## src/rtl/fetch_queue.sv

```systemverilog
// Instruction prefetch queue between the imem handshake port and ID.
// Optional same-cycle bypass of an empty queue: FETCH_QUEUE_BYPASS_EN.
module fetch_queue #(
   parameter int Width = 32,
   parameter int Depth = 4,
   parameter logic [Width-1:0] ResetPc = '0
) (
   input  logic                       clk,
   input  logic                       rst,
   input  logic                       redirect,
   input  logic [Width-1:0]           redirect_pc,
   output logic                       mem_valid,
   output logic [Width-1:0]           mem_addr,
   input  logic                       mem_ready,
   input  logic                       mem_done,
   input  logic [Width-1:0]           mem_data,
   output logic                       out_valid,
   output logic [Width-1:0]           out_pc,
   output logic [Width-1:0]           out_insn,
   input  logic                       out_ready,
   output logic                       stallreq,
   output logic [$clog2(Depth+1)-1:0] count
);

   localparam int PW = $clog2(Depth);
   localparam int CW = $clog2(Depth+1);
   localparam logic [CW-1:0] Full = CW'(Depth);
   localparam logic [Width-1:0] Nop = Width'(32'h0000_0013);

   localparam logic [1:0] IDLE  = 2'd0;
   localparam logic [1:0] REQ   = 2'd1;
   localparam logic [1:0] WAIT  = 2'd2;
   localparam logic [1:0] DRAIN = 2'd3;

   logic [1:0]       state;
   logic [1:0]       state_nx;
   logic [Width-1:0] fetch_pc;
   logic [Width-1:0] req_pc;
   logic [PW-1:0]    wr_ptr;
   logic [PW-1:0]    rd_ptr;
   logic [CW-1:0]    cnt;
   logic [CW-1:0]    cnt_nx;
   logic [Width-1:0] pc_q [Depth];
   logic [Width-1:0] insn_q [Depth];

   logic has;
   logic done_ok;
   logic byp;
   logic enq;
   logic deq;
   logic accept;

   assign has     = cnt != '0;
   assign done_ok = (state == WAIT) && mem_done && !redirect;
   assign accept  = (state == REQ) && mem_ready;

`ifdef FETCH_QUEUE_BYPASS_EN
   assign byp = !has && done_ok;
`else
   assign byp = 1'b0;
`endif

   // A bypassed response taken by the consumer never occupies a slot
   assign enq = done_ok && !(byp && out_ready);
   assign deq = has && out_ready;

   always_comb begin
      cnt_nx = cnt;
      if (enq && !deq)
         cnt_nx = cnt + 1'b1;
      else if (!enq && deq)
         cnt_nx = cnt - 1'b1;
   end

   // A response that coincides with the redirect is the old one
   always_comb begin
      state_nx = state;
      if (redirect) begin
         unique case (state)
            IDLE:    state_nx = REQ;
            REQ:     state_nx = mem_ready ? DRAIN : REQ;
            WAIT,
            DRAIN:   state_nx = mem_done ? REQ : DRAIN;
            default: state_nx = IDLE;
         endcase
      end else begin
         unique case (state)
            IDLE:    if (cnt < Full) state_nx = REQ;
            REQ:     if (mem_ready) state_nx = WAIT;
            WAIT:    if (mem_done) state_nx = (cnt_nx < Full) ? REQ : IDLE;
            DRAIN:   if (mem_done) state_nx = REQ;
            default: state_nx = IDLE;
         endcase
      end
   end

   always_ff @(posedge clk) begin
      if (!rst) begin
         state    <= IDLE;
         fetch_pc <= ResetPc;
         req_pc   <= '0;
         wr_ptr   <= '0;
         rd_ptr   <= '0;
         cnt      <= '0;
      end else begin
         state <= state_nx;
         if (accept)
            req_pc <= fetch_pc;
         if (redirect) begin
            fetch_pc <= redirect_pc;
            wr_ptr   <= '0;
            rd_ptr   <= '0;
            cnt      <= '0;
         end else begin
            if (accept)
               fetch_pc <= fetch_pc + Width'(4);
            if (enq)
               wr_ptr <= wr_ptr + 1'b1;
            if (deq)
               rd_ptr <= rd_ptr + 1'b1;
            cnt <= cnt_nx;
         end
      end
   end

   always_ff @(posedge clk) begin
      if (enq) begin
         pc_q[wr_ptr]   <= req_pc;
         insn_q[wr_ptr] <= mem_data;
      end
   end

   assign mem_valid = state == REQ;
   assign mem_addr  = fetch_pc;
   assign out_valid = has || byp;
   assign stallreq  = !out_valid;
   assign count     = cnt;

   always_comb begin
      out_pc   = '0;
      out_insn = Nop;
      if (has) begin
         out_pc   = pc_q[rd_ptr];
         out_insn = insn_q[rd_ptr];
      end else if (byp) begin
         out_pc   = req_pc;
         out_insn = mem_data;
      end
   end

endmodule
```

## config.mk

```make
export PLATFORM = sky130hd
export DESIGN_NAME = fetch_queue
export DESIGN_NICKNAME = d
export VERILOG_FILES = /design/src/rtl/fetch_queue.sv
export SDC_FILE = /design/constraint.sdc
export NUM_CORES = 1
export LEC_CHECK = 0
export CAP_MARGIN = 10
export CORE_MARGIN = 8
export CORE_UTILIZATION = 45
export CTS_CLUSTER_DIAMETER = 80
export DETAILED_ROUTE_END_ITERATION = 10
export GPL_ROUTABILITY_DRIVEN = 0
export PLACE_DENSITY = 0.7
export SYNTH_ARGS = -nofsm -noshare
export SYNTH_HDL_FRONTEND = slang
export SYNTH_SLANG_ARGS = --single-unit
export TNS_END_PERCENT = 1
```

## constraint.sdc

```tcl
create_clock -name clk -period 3 [get_ports clk]
set_input_delay 0.6 -clock clk [delete_from_list [all_inputs] [get_ports clk]]
set_output_delay 0.6 -clock clk [all_outputs]
set_load 0.02 [all_outputs]
```

==> metrics, run 1 <==
Syn Area/Cell=15.7 µm²; Post-Syn Instances=845; routed vias=7,774; Setup CP Type=flop to primary output; chip width=188 µm; crit path time final=2.84 ns; sequential area share after synthesis=0.691; max_slew headroom=0.633; Die Area=0.0353 mm²; TNS Setup=0 ns; RSZ-0062 raised after global routing=false; Post-synth ARST share=0; Yosys cell types=47; pin count of the biggest net entering global routing=66; crit path launch type=flop; Critical Path RT=2.40 ns; later-pin clock latency in the skew report=0.50 ns; WP data arrival=2.24 ns; global route overflow=0; ANT nets after route=0; crit-path max cell delay=0.52 ns; port buffer count=171; Final Cell Area=0.0168 mm²; Starting DRT DRC Count=484; MaxCap Viol Count=0; Die Y=188 µm; DRT Pass-1 Iters=5; layout cell share with drive strength beyond 1=0.163; worst-path cell chain=buf_16 -> mux4_2 -> and2_1 -> dlygate4sd2_1; Max Freq=0.352 GHz; synthesized area=0.0133 mm²; commonest non-fill, non-tap cell in the layout=edfxtp_1; Top FF cell, synth=edfxtp_1; final setup margin=0.158 ns; CTS H-tree lvls=2; synth warn=0; initial antenna violation count=1; Leak=0.00587 µW; Final nets=1,120; Reg2Reg Setup Slack=0.85 ns; DRC errors left=0; slowest CP cell=mux4_2; fin crit share=0.947; Power per Cell Area=571 mW/mm²; GR Util All Layers=0.160; Post-synth EDFFs=256; Mapped Nets=925; Placed Area=0.0157 mm²; dpl hpwl=19.3 mm; Final Hold Viols=0; DRT Wirelength=28.8 mm; Final setup viols=0; TritonCTS clock tree=built; cts hold-fix bufs=0; Total Power=9610 µW; Area growth, synth to finish=26.6%; CTS Buffer Depth=3; status=finished, final reports clean; maximum fanout along the worst path=25; vias in the first global route=7,921; cts bufs inserted=35; crit end category=primary output; Routed wire per std cell=19.8 µm; IO Pins=172; most frequent cells in the layout=edfxtp_1, clkdlybuf4s50_1, nand2_1; Final Max Tran Viols=0; Fill cells=2,313; CTS root buf=clkbuf_16; flops & latches, synth=331; Core ar.=0.0294 mm²; Least-Margin Pin Slew=0.548 ns; Setup WS pre-CTS=0.324 ns; first-pass GRT wire length=45.1 mm; CTS sink cnt=331; Setup Skew=0.0119 ns; worst min-delay path category=flop to flop; Peak VDD IR=0.000356 V; vias per cell=5.34; row count=63; Worst-path clk slew=0.06 ns; # diodes=0; Starting Density=0.452
## path summary, 6_finish.rpt
check	startpoint	end	cells after the start
setup / recovery	flop	out_pc[3]	4
hold / removal	count[0]	count[0]	2
setup reg to reg	count[0]	state[0]	11
hold reg to reg	count[0]	count[0]	2
## per-layer routing
layer,track usage,share of wire,vias to the layer above
met1,0.221,0.46,3842
met5,0,0.00042,-
li1,-,-,3645
met3,0.0526,0.081,36
met4,0.0373,0.015,2
met2,0.243,0.45,249
## Yosys cell counts, types with 4 or more instances
cell type / count / area share
nor2b_1: 8 / 0.0038
nand3_1: 15 / 0.0056
buf_2: 10 / 0.0038
and3_1: 5 / 0.0024
a311oi_1: 5 / 0.0033
a31oi_1: 8 / 0.0038
and2_1: 65 / 0.031
edfxtp_1: 256 / 0.58
nor3_1: 10 / 0.0038
clkbuf_1: 37 / 0.010
nand2_1: 81 / 0.023
or3_1: 5 / 0.0024
a21boi_0: 32 / 0.018
mux4_2: 64 / 0.11
or4_1: 5 / 0.0028
inv_1: 12 / 0.0034
dfxtp_1: 75 / 0.11
nand2b_1: 6 / 0.0028
xnor2_1: 15 / 0.0099
buf_1: 4 / 0.0011
or2_2: 7 / 0.0033
nor2_1: 12 / 0.0034
a21oi_1: 9 / 0.0034
o31ai_1: 5 / 0.0028
nand4_1: 13 / 0.0061
nor3b_1: 4 / 0.0023
o211a_1: 6 / 0.0045
ha_1: 10 / 0.0094
nor4_1: 9 / 0.0042
mux2i_1: 5 / 0.0038
o21ai_0: 23 / 0.0087
## state kept, by name, summed over array words and instances, names as in the netlist, named ones only
register,cells
state,2
insn_q,128
rd_ptr,2
wr_ptr,2
count,3
mem_addr,32
req_pc,32
pc_q,128
## through the flow
step	hold slack, ns	cells	util
after floorplan	0.460	845	-
after global placement	0.481	1388	0.534
final	0.497	1457	0.572
after detailed placement	0.495	1388	0.534
after global routing	0.523	1457	0.572
after CTS	0.510	1457	0.572
## power breakdown
part	internal, µW	total [µW]	leakage (µW)	switching (µW)
combinational	212	417	0.00240	205
sequential	4970	5060	0.00292	87.9
clock	2450	4140	0.000546	1690
## logic make-up (layout without fill, tap and decap cells)
kind of cell | Yosys count | after routing | share of synthesized area
compound gates | 101 | 101 | 0.0530
xor+xnor | 16 | 16 | 0.0105
fa+ha+maj | 10 | 10 | 0.00941
buf+inv | 64 | 286 | 0.0193
flops | 331 | 331 | 0.691
mux | 69 | 69 | 0.112
simple gates | 254 | 254 | 0.104
## critical path, delay by kind of cell (launching register included)
| family | cells | cell delay, ns |
|---|---|---|
| buf+inv | 2 | 0.56 |
| flops | 1 | 0.44 |
| mux | 1 | 0.52 |
| simple gates | 1 | 0.18 |
## area by class of cell
cell class / count / area (µm²) / area share
well taps: 390 / 488 / 0.0290
inverters: 12 / 45.0 / 0.00268
clock inverters: 19 / 156 / 0.00929
flip-flops and latches: 331 / 9200 / 0.546
multi-input cells: 450 / 3860 / 0.229
clock buffers: 45 / 963 / 0.0572
repair buffers: 210 / 2120 / 0.126
## repair_timing
| item | 4_1_cts | 5_1_grt |
|---|---|---|
| gates resized for setup | 58 | 10 |
| buffers inserted | 5 | 0 |
| endpoints found under the hold margin | 0 | 0 |
| setup endpoints to repair | 62 | 11 |
| pin swaps | 0 | 0 |
Power figures use the tool's default switching activity.
==> inputs of run 2 (changes only) <==
--- a/config.mk
+++ b/config.mk
@@ -9,6 +9,7 @@
 export CORE_MARGIN = 8
 export CORE_UTILIZATION = 45
 export CTS_CLUSTER_DIAMETER = 80
+export CTS_CLUSTER_SIZE = 24
 export DETAILED_ROUTE_END_ITERATION = 10
 export GPL_ROUTABILITY_DRIVEN = 0
 export PLACE_DENSITY = 0.7
==> metrics, run 2 (same netlist as run 1, synthesis figures left out) <==
initial antenna violation count=0 (-1); Die Y=188 µm (unchanged); Total Power=8110 µW (-16%); CTS Buffer Depth=3 (unchanged); RSZ-0062 raised after global routing=true; crit end category=primary output; TritonCTS clock tree=built; Leak=0.00594 µW (+1.2%); critical path buffer and inverter count=2 (unchanged); port buffer count=171 (unchanged); cts hold-fix bufs=0 (unchanged); commonest non-fill, non-tap cell in the layout=edfxtp_1; ANT nets after route=0 (unchanged); slowest CP cell=clkdlybuf4s50_1; Starting Density=0.452 (unchanged); Critical R2R Launch=count[0]; largest registers=insn_q: 128 flops, pc_q: 128 flops; maximum fanout along the worst path=9 (-64%); Final setup viols=0 (unchanged); Starting DRT DRC Count=554 (+14%); crit path launch type=flop; CTS H-tree lvls=1 (-1); DRT Wirelength=28.6 mm (-0.62%); max_slew headroom=0.661 (+0.0283); Worst-path clk slew=0.09 ns (+0.03 ns); Placed Cells=1,388 (unchanged); Least-Margin Pin Slew=0.508 ns (-0.0404 ns); Non-Filler Instances=1,424 (-2.3%); Core ar.=0.0294 mm² (unchanged); row count=63 (unchanged); Min Hold Slack=0.501 ns (+0.00406 ns); final setup margin=0.00297 ns (-0.155 ns); Final Max Tran Viols=0 (unchanged); Area growth, synth to finish=23.3%; Routed wire per std cell=20.1 µm (+1.7%); most frequent cells in the layout=edfxtp_1, clkdlybuf4s50_1, nand2_1; TNS Setup=0 ns (unchanged); crit path time final=3.00 ns (+0.155 ns); WP data arrival=2.40 ns (+0.16 ns); later-pin clock latency in the skew report=0.51 ns (about the same); top cell family by delay on the critical path=buffers and inverters; Setup WS pre-CTS=0.324 ns (unchanged); chip width=188 µm (unchanged); Setup Skew=0.0246 ns (+0.0127 ns); dpl hpwl=19.3 mm (unchanged); layout cell share with drive strength beyond 1=0.139 (-0.0238); status=finished, final reports clean; IO Pins=172 (unchanged); crit-path max cell delay=0.53 ns (about the same); Die Area=0.0353 mm² (unchanged); pin count of the biggest net entering global routing=66 (unchanged); DRT Pass-1 Iters=5 (unchanged); DRC errors left=0 (unchanged); first-pass GRT wire length=44.3 mm (-1.7%); routed vias=7,652 (-1.6%); worst min-delay path category=flop to flop; # diodes=0 (unchanged); fin crit share=0.999 (+0.0516); Final Hold Viols=0 (unchanged); global route overflow=0 (unchanged); vias in the first global route=7,677 (-3.1%); hold wc startpoint=count[0]; Max Freq=0.334 GHz (-5.2%); Power per Cell Area=495 mW/mm² (-13%); worst-path cell chain=buf_8 -> mux4_2 -> and2_1 -> clkdlybuf4s50_1; MaxCap Viol Count=0 (unchanged); CTS sink cnt=331 (unchanged); vias per cell=5.37 (+0.71%); cts bufs inserted=18 (-49%); Final nets=1,102 (-1.6%); Fill cells=2,363 (+2.2%); CTS root buf=clkbuf_16; Critical Path RT=2.40 ns (about the same); Peak VDD IR=0.000320 V (-10%); Setup CP Type=flop to primary output; GR Util All Layers=0.156 (-0.00383)
## run 2: metal layers
layer | share of wire | up-vias | GRT usage
li1 | - | 3577 | -
met1 | 0.46 | 3768 | 0.224
met2 | 0.44 | 281 | 0.238
met3 | 0.086 | 26 | 0.0457
met4 | 0.010 | 0 | 0.0248
met5 | 0 | - | 0
## run 2: path summary, 6_finish.rpt
kind / end / slack (ns) / depth (start not counted)
hold / removal: count[0] / 0.50 / 2
hold reg to reg: count[0] / 0.50 / 2
setup / recovery: out_insn[21] / 0.003 / 4
setup reg to reg: state[0] / 0.84 / 11
## run 2: layout make-up
type	count	area [µm²]	share of cell area
repair buffers	209	2240	0.137
well taps	390	488	0.0298
inverters	12	45.0	0.00275
clock buffers	28	519	0.0317
multi-input cells	450	3860	0.236
flip-flops and latches	331	9200	0.561
clock inverters	4	37.5	0.00229
## run 2: report_power, final
| part | switching, µW | internal, µW | leakage, µW | total, µW |
|---|---|---|---|---|
| clock | 1410 | 1230 | 0.000268 | 2640 |
| combinational | 205 | 213 | 0.00275 | 418 |
| sequential | 87.9 | 4960 | 0.00292 | 5050 |
## run 2: worst reg2reg max path: cells and delay by family (launching register included)
family / cells / cell delay, ns
fa+ha+maj: 2 / 0.39
simple gates: 3 / 0.26
buf+inv: 3 / 0.40
xor+xnor: 1 / 0.14
compound gates: 2 / 0.49
flops: 1 / 0.37
## run 2: what timing repair did
action                     in CTS  in global routing
resized for setup              28                 39
hold endpoints to repair        0                  0
setup buffers                   3                  0
pin swaps                       0                  0
gates cloned                    0                  1
setup endpoints to repair      62                 40
## run 2: stage by stage
step | cell area (µm²) | utilization
finish | 16400 | 0.557
global route | 16400 | 0.557
CTS | 16300 | 0.553
detailed placement | 15700 | 0.534
global placement | 15700 | 0.534
floorplan | 13300 | -
==> inputs of run 3 (changes only) <==
--- a/config.mk
+++ b/config.mk
@@ -13,6 +13,7 @@
 export DETAILED_ROUTE_END_ITERATION = 10
 export GPL_ROUTABILITY_DRIVEN = 0
 export PLACE_DENSITY = 0.7
+export SLEW_MARGIN = 0
 export SYNTH_ARGS = -nofsm -noshare
 export SYNTH_HDL_FRONTEND = slang
 export SYNTH_SLANG_ARGS = --single-unit
==> results of run 3 <==
Final layout, timing and power as in run 2 (identical DEF).
==> RTL edit 1, RTL diff (settings of run 1) <==
The option `FETCH_QUEUE_BYPASS_EN` is turned on by a define.
--- a/src/rtl/fetch_queue.sv
+++ b/src/rtl/fetch_queue.sv
@@ -1,5 +1,7 @@
 // Instruction prefetch queue between the imem handshake port and ID.
 // Optional same-cycle bypass of an empty queue: FETCH_QUEUE_BYPASS_EN.
+`define FETCH_QUEUE_BYPASS_EN
+
 module fetch_queue #(
    parameter int Width = 32,
    parameter int Depth = 4,
Behaviour: not the same (a bounded check fails within 4 cycles, from zero or initial values and one cycle with rst low).
==> RTL edit 1 against run 1 <==
The run now ends with negative setup slack left. Hold slack gained 0.025 ns. Final area up 2.8%. Count of clock-buffer cells in the layout is 1 higher. Sequential share of layout area down 1.5 points. Sequential cell count unchanged. Global-route usage up 1.8 points. Die area grew 3.5%. Synthesized area rose by 3.9%. Routed wire length grew 13%. Total power is 1.8% lower. Worst setup slack got worse by 0.16 ns. Critical path type unchanged. Largest power group unchanged. Synthesized cell count up 19%.
==> RTL edit 1: results (changes against run 1) <==
stage;metric;value;unit;change
run_status;outcome;finished, violations left;;
run_status;violations;negative setup slack;;
worst_setup_path;worst_path_max_delay_cell;clkdlybuf4s50_1;;
synthesis;yosys.cell_types.count;54;;+15%
drt;top_layer;met4;;
drt;vias;8828;;+14%
place;dp_hpwl;21500;µm;+11%
sta;finalSetupViolations;1;;+1
power;switching_share;21.1;%;+0.57 points
worst_setup_path;reg2reg_to;insn_q[0][4]$_DFFE_PP_;;
drt;finalWirelength;32700;µm;+13%
grt;antenna_found_initial;0;;-1
sta;finClkSkew;0.0185;ns;+0.00667 ns
worst_setup_path;worstRegToRegCells;8;;-3
drt;wl_met2;14800;µm;+15%
drt;vias_per_cell;5.46;;+2.4%
hold_path;hold_path_depth;0;;-2
place;pre_cts_ws;-0.302;ns;-0.625 ns
synthesis;yosysSeqAreaShare;66.6;%;-2.6 points
place;placed_cell_area;16400;µm²;+4.5%
worst_setup_path;worstReg2RegStart;count[1]$_SDFFE_PP0P_;;
cells_and_area;final_nets;1274;;+14%
hold_path;hold_end;pc_q[3][22]$_DFFE_PP_;;
grt;gr-usage-all-layers;17.9;%;+1.8 points
grt;met1_usage;24.4;%;+2.2 points
worst_setup_path;slowest_delay;0.59;ns;+0.07 ns
drt;drt-initial-drc-count;545;;+13%
power;p_comb_share;5.2;%;+0.9 points
grt;grt_use_met2;28.1;%;+3.7 points
power;p_leak;0.00615;µW;+4.8%
synthesis;ys_top_cells_by_area;edfxtp_1 56%, dfxtp_1 11%, mux4_2 10%;;
clock_network;cts_setup_buffers;1;;-4
synthesis;ys_top_cells_by_count;256 x edfxtp_1, 219 x nand2_1, 75 x dfxtp_1, 75 x nand3_1, 64 x mux4_2;;
synthesis;synth_nets;1080;;+17%
worst_setup_path;crit_arrival;2.41;ns;+0.17 ns
synthesis;syn_avg_cell_area;13.8;µm²;-12%
power;p_per_area;546;nW/µm²;-4.5%
power;vdd_drop_max;0.000312;V;-12%
hold_path;worstHoldStart;req_pc[22]$_SDFFE_PN0P_;;
sta;timing.slew.headroom;53.9;%;-9.4 points
grt;grt_first_pass_wirelength;51400;µm;+14%
place;post-place-cells;1553;;+12%
grt;grt_util_met3;4.67;%;-0.59 points
worst_setup_path;r2r_setup_slack;0.76;ns;-0.09 ns
worst_setup_path;crit_fanout;39;;+56%
cells_and_area;drive_gt1_share;18.8;%;+2.5 points
sta;hold_ws;0.522;ns;+0.0247 ns
grt;grt_pass1_vias;8981;;+13%
sta;finalWorstSetupSlack;-0.00663;ns;-0.164 ns
power;clk-power;3910;µW;-5.6%
grt;grt_max_degree;55;;-17%
-- RTL edit 1: worst max path at each step --
stage | startpoint | endpoint | slack [ns] | cells after the start
detailed placement | mem_done | out_insn[11] | -0.30 | 7
finish | count[1]$_SDFFE_PP0P_ | out_insn[0] | -0.007 | 7
CTS | redirect | out_insn[0] | -0.11 | 7
global route | count[1]$_SDFFE_PP0P_ | out_insn[0] | -0.13 | 7
floorplan | redirect | insn_q[3][0]$_DFFE_PP_ | -0.47 | 4
global placement | mem_done | out_insn[29] | -0.24 | 7
-- RTL edit 1: area by class of cell --
type                       count  area, µm²
clock buffer                  46        958
fill                        2487      13100
tap                          396        495
inverter                       9       33.8
multi-input combinational    595       4310
timing repair buffer         224       2240
sequential                   331       9200
clock inverter                15       76.3
-- RTL edit 1: cell families after synthesis --
family	Yosys count	share of synthesized area, %
buf+inv	76	2.46
xor+xnor	12	0.761
simple gates	401	13.5
mux	69	10.8
fa+ha+maj	8	0.725
compound gates	105	5.15
flops	331	66.6
==> RTL edit 2, RTL diff (config.mk and constraints of run 1) <==
Without the edit above. Put one more register stage on the output `count`, without a reset. The value now appears one clock later. The other outputs are not delayed to match.
--- a/src/rtl/fetch_queue.sv
+++ b/src/rtl/fetch_queue.sv
@@ -134,7 +134,9 @@
    assign mem_addr  = fetch_pc;
    assign out_valid = has || byp;
    assign stallreq  = !out_valid;
-   assign count     = cnt;
+   always_ff @(posedge clk) begin
+      count <= cnt;
+   end
 
    always_comb begin
       out_pc   = '0;
Check against the original RTL: not equivalent (a bounded check fails within 4 cycles, from zero or initial values and one cycle with rst low).
==> RTL edit 2 against run 1 <==
Total power is 3.2% higher. Synthesized area up 0.30%. Routed wire length shrank 0.89%. Sequential cell count grew 3. Count of clock-buffer cells in the layout rose by 1. Die area increased by 0.28%. Clock skew is 0.0067 ns higher. Register-to-register slack got worse by 0.06 ns. Hold slack lost 0.12 ns. Synthesized cell count up 0.12%. Final area barely moved. Worst setup slack lost 0.030 ns. Sequential share of layout area is 0.34 points higher. Highest routed layer is now met4.
==> RTL edit 2: results (changes against run 1) <==
stage;metric;value;unit;change
clock_network;cts_buffers;36;;+2.9%
place;dp_hpwl;18700;µm;-3.1%
worst_setup_path;crit_arrival;2.27;ns;+0.03 ns
power;intPower;7940;µW;+4.0%
synthesis;synth_nets;926;;+0.11%
synthesis;yosysSeqAreaShare;69.4;%;+0.24 points
drt;vias;7739;;-0.45%
sta;finClkSkew;0.0186;ns;+0.00669 ns
synthesis;yosys.cell_types.count;49;;+4.3%
worst_setup_path;crit_fanout;18;;-28%
cells_and_area;drive_gt1_share;15.6;%;-0.66 points
run_status;outcome;complete, no violations;;
power;vdd_drop_max;0.000337;V;-5.4%
worst_setup_path;slowest_delay;0.57;ns;+0.05 ns
synthesis;ys_top_cells_by_area;edfxtp_1 58%, dfxtp_1 12%, mux4_2 11%;;
grt;gr-usage-all-layers;16.1;%;+0.061 points
grt;grt_max_degree;65;;-1.5%
cells_and_area;final_cells;1451;;-0.41%
cells_and_area;final_nets;1115;;-0.45%
place;post-place-cells;1386;;-0.14%
grt;grt_first_pass_wirelength;45500;µm;+0.86%
worst_setup_path;path_delay_family;multiplexers;;
synthesis;ys_top_cells_by_count;256 x edfxtp_1, 81 x nand2_1, 78 x dfxtp_1;;
synthesis;synthCells;846;;+0.12%
grt;grt_pass1_vias;8010;;+1.1%
sta;timing.slew.headroom;35.1;%;-28 points
RTL edit 2: worst reg2reg max path: stages (launching register included):
cell and delay, ns:
dfxtp_1 0.47, ha_1 0.32, nand3_1 0.16, or3_1 0.52, or4_1 0.51, a31oi_1 0.16
RTL edit 2: cell type report:
type / instances / share of cell area (%)
Sequential cell: 334 / 55.0
Multi-Input combinational cell: 452 / 22.9
Timing Repair Buffer: 201 / 11.9
Clock buffer: 46 / 5.76
Tap cell: 390 / 2.90
Clock inverter: 18 / 1.35
Inverter: 10 / 0.223
RTL edit 2: routing by layer:
metal	global-route usage (%)	share of wire [%]
met1	21.7	45
met2	25.3	47
met3	4.87	7.4
met4	3.61	1.2
met5	0	0
RTL edit 2: final timing paths:
path,slack (ns),start,depth (start not counted),endpoint
worst max-delay path,0.13,flip-flop,4,out_pc[18]
worst min-delay path,0.38,cnt[1]$_SDFFE_PP0P_,0,count[1]$_DFF_P_
worst max register to register,0.79,mem_addr[2]$_SDFFE_PN0N_,5,mem_addr[16]$_SDFFE_PN0N_
worst min register to register,0.38,cnt[1]$_SDFFE_PP0P_,0,count[1]$_DFF_P_
RTL edit 2: metrics by stage:
stage	instance area, µm²	utilization [%]	worst slack, ns	power [µW]
floorplan	13300	-	-0.214	5350
global placement	15700	53.3	0.300	5590
detailed placement	15700	53.3	0.304	5600
CTS	16800	57.2	-0.0777	10000
global route	16800	57.3	0.0108	10300
finish	16800	57.3	0.128	9920
RTL edit 2: power by group through the flow:
stage	logic, µW	clock network, µW	registers, µW
3_5_place_dp	412	0	5190
2_1_floorplan	153	0	5190
3_3_place_gp	410	0	5180
4_1_cts	412	4530	5090
5_1_grt	447	4730	5100
6_report	409	4420	5090
RTL edit 2: cell families (layout without fill, tap and decap cells):
kind of cell,Yosys count,in the layout,share of synthesized area [%]
multiplexers,68,68,11.1
XOR/XNOR,14,14,0.920
AO/OA/AOI/OAI,104,104,5.33
adder cells (fa/ha/maj),10,10,0.939
buffers and inverters,60,275,1.78
flip-flops,334,334,69.4
AND/OR/NAND/NOR,256,256,10.5
RTL edit 2: timing repair:
item,CTS,global route
gates resized for setup,59,7
setup buffers,1,0
endpoints found under the setup margin,59,7
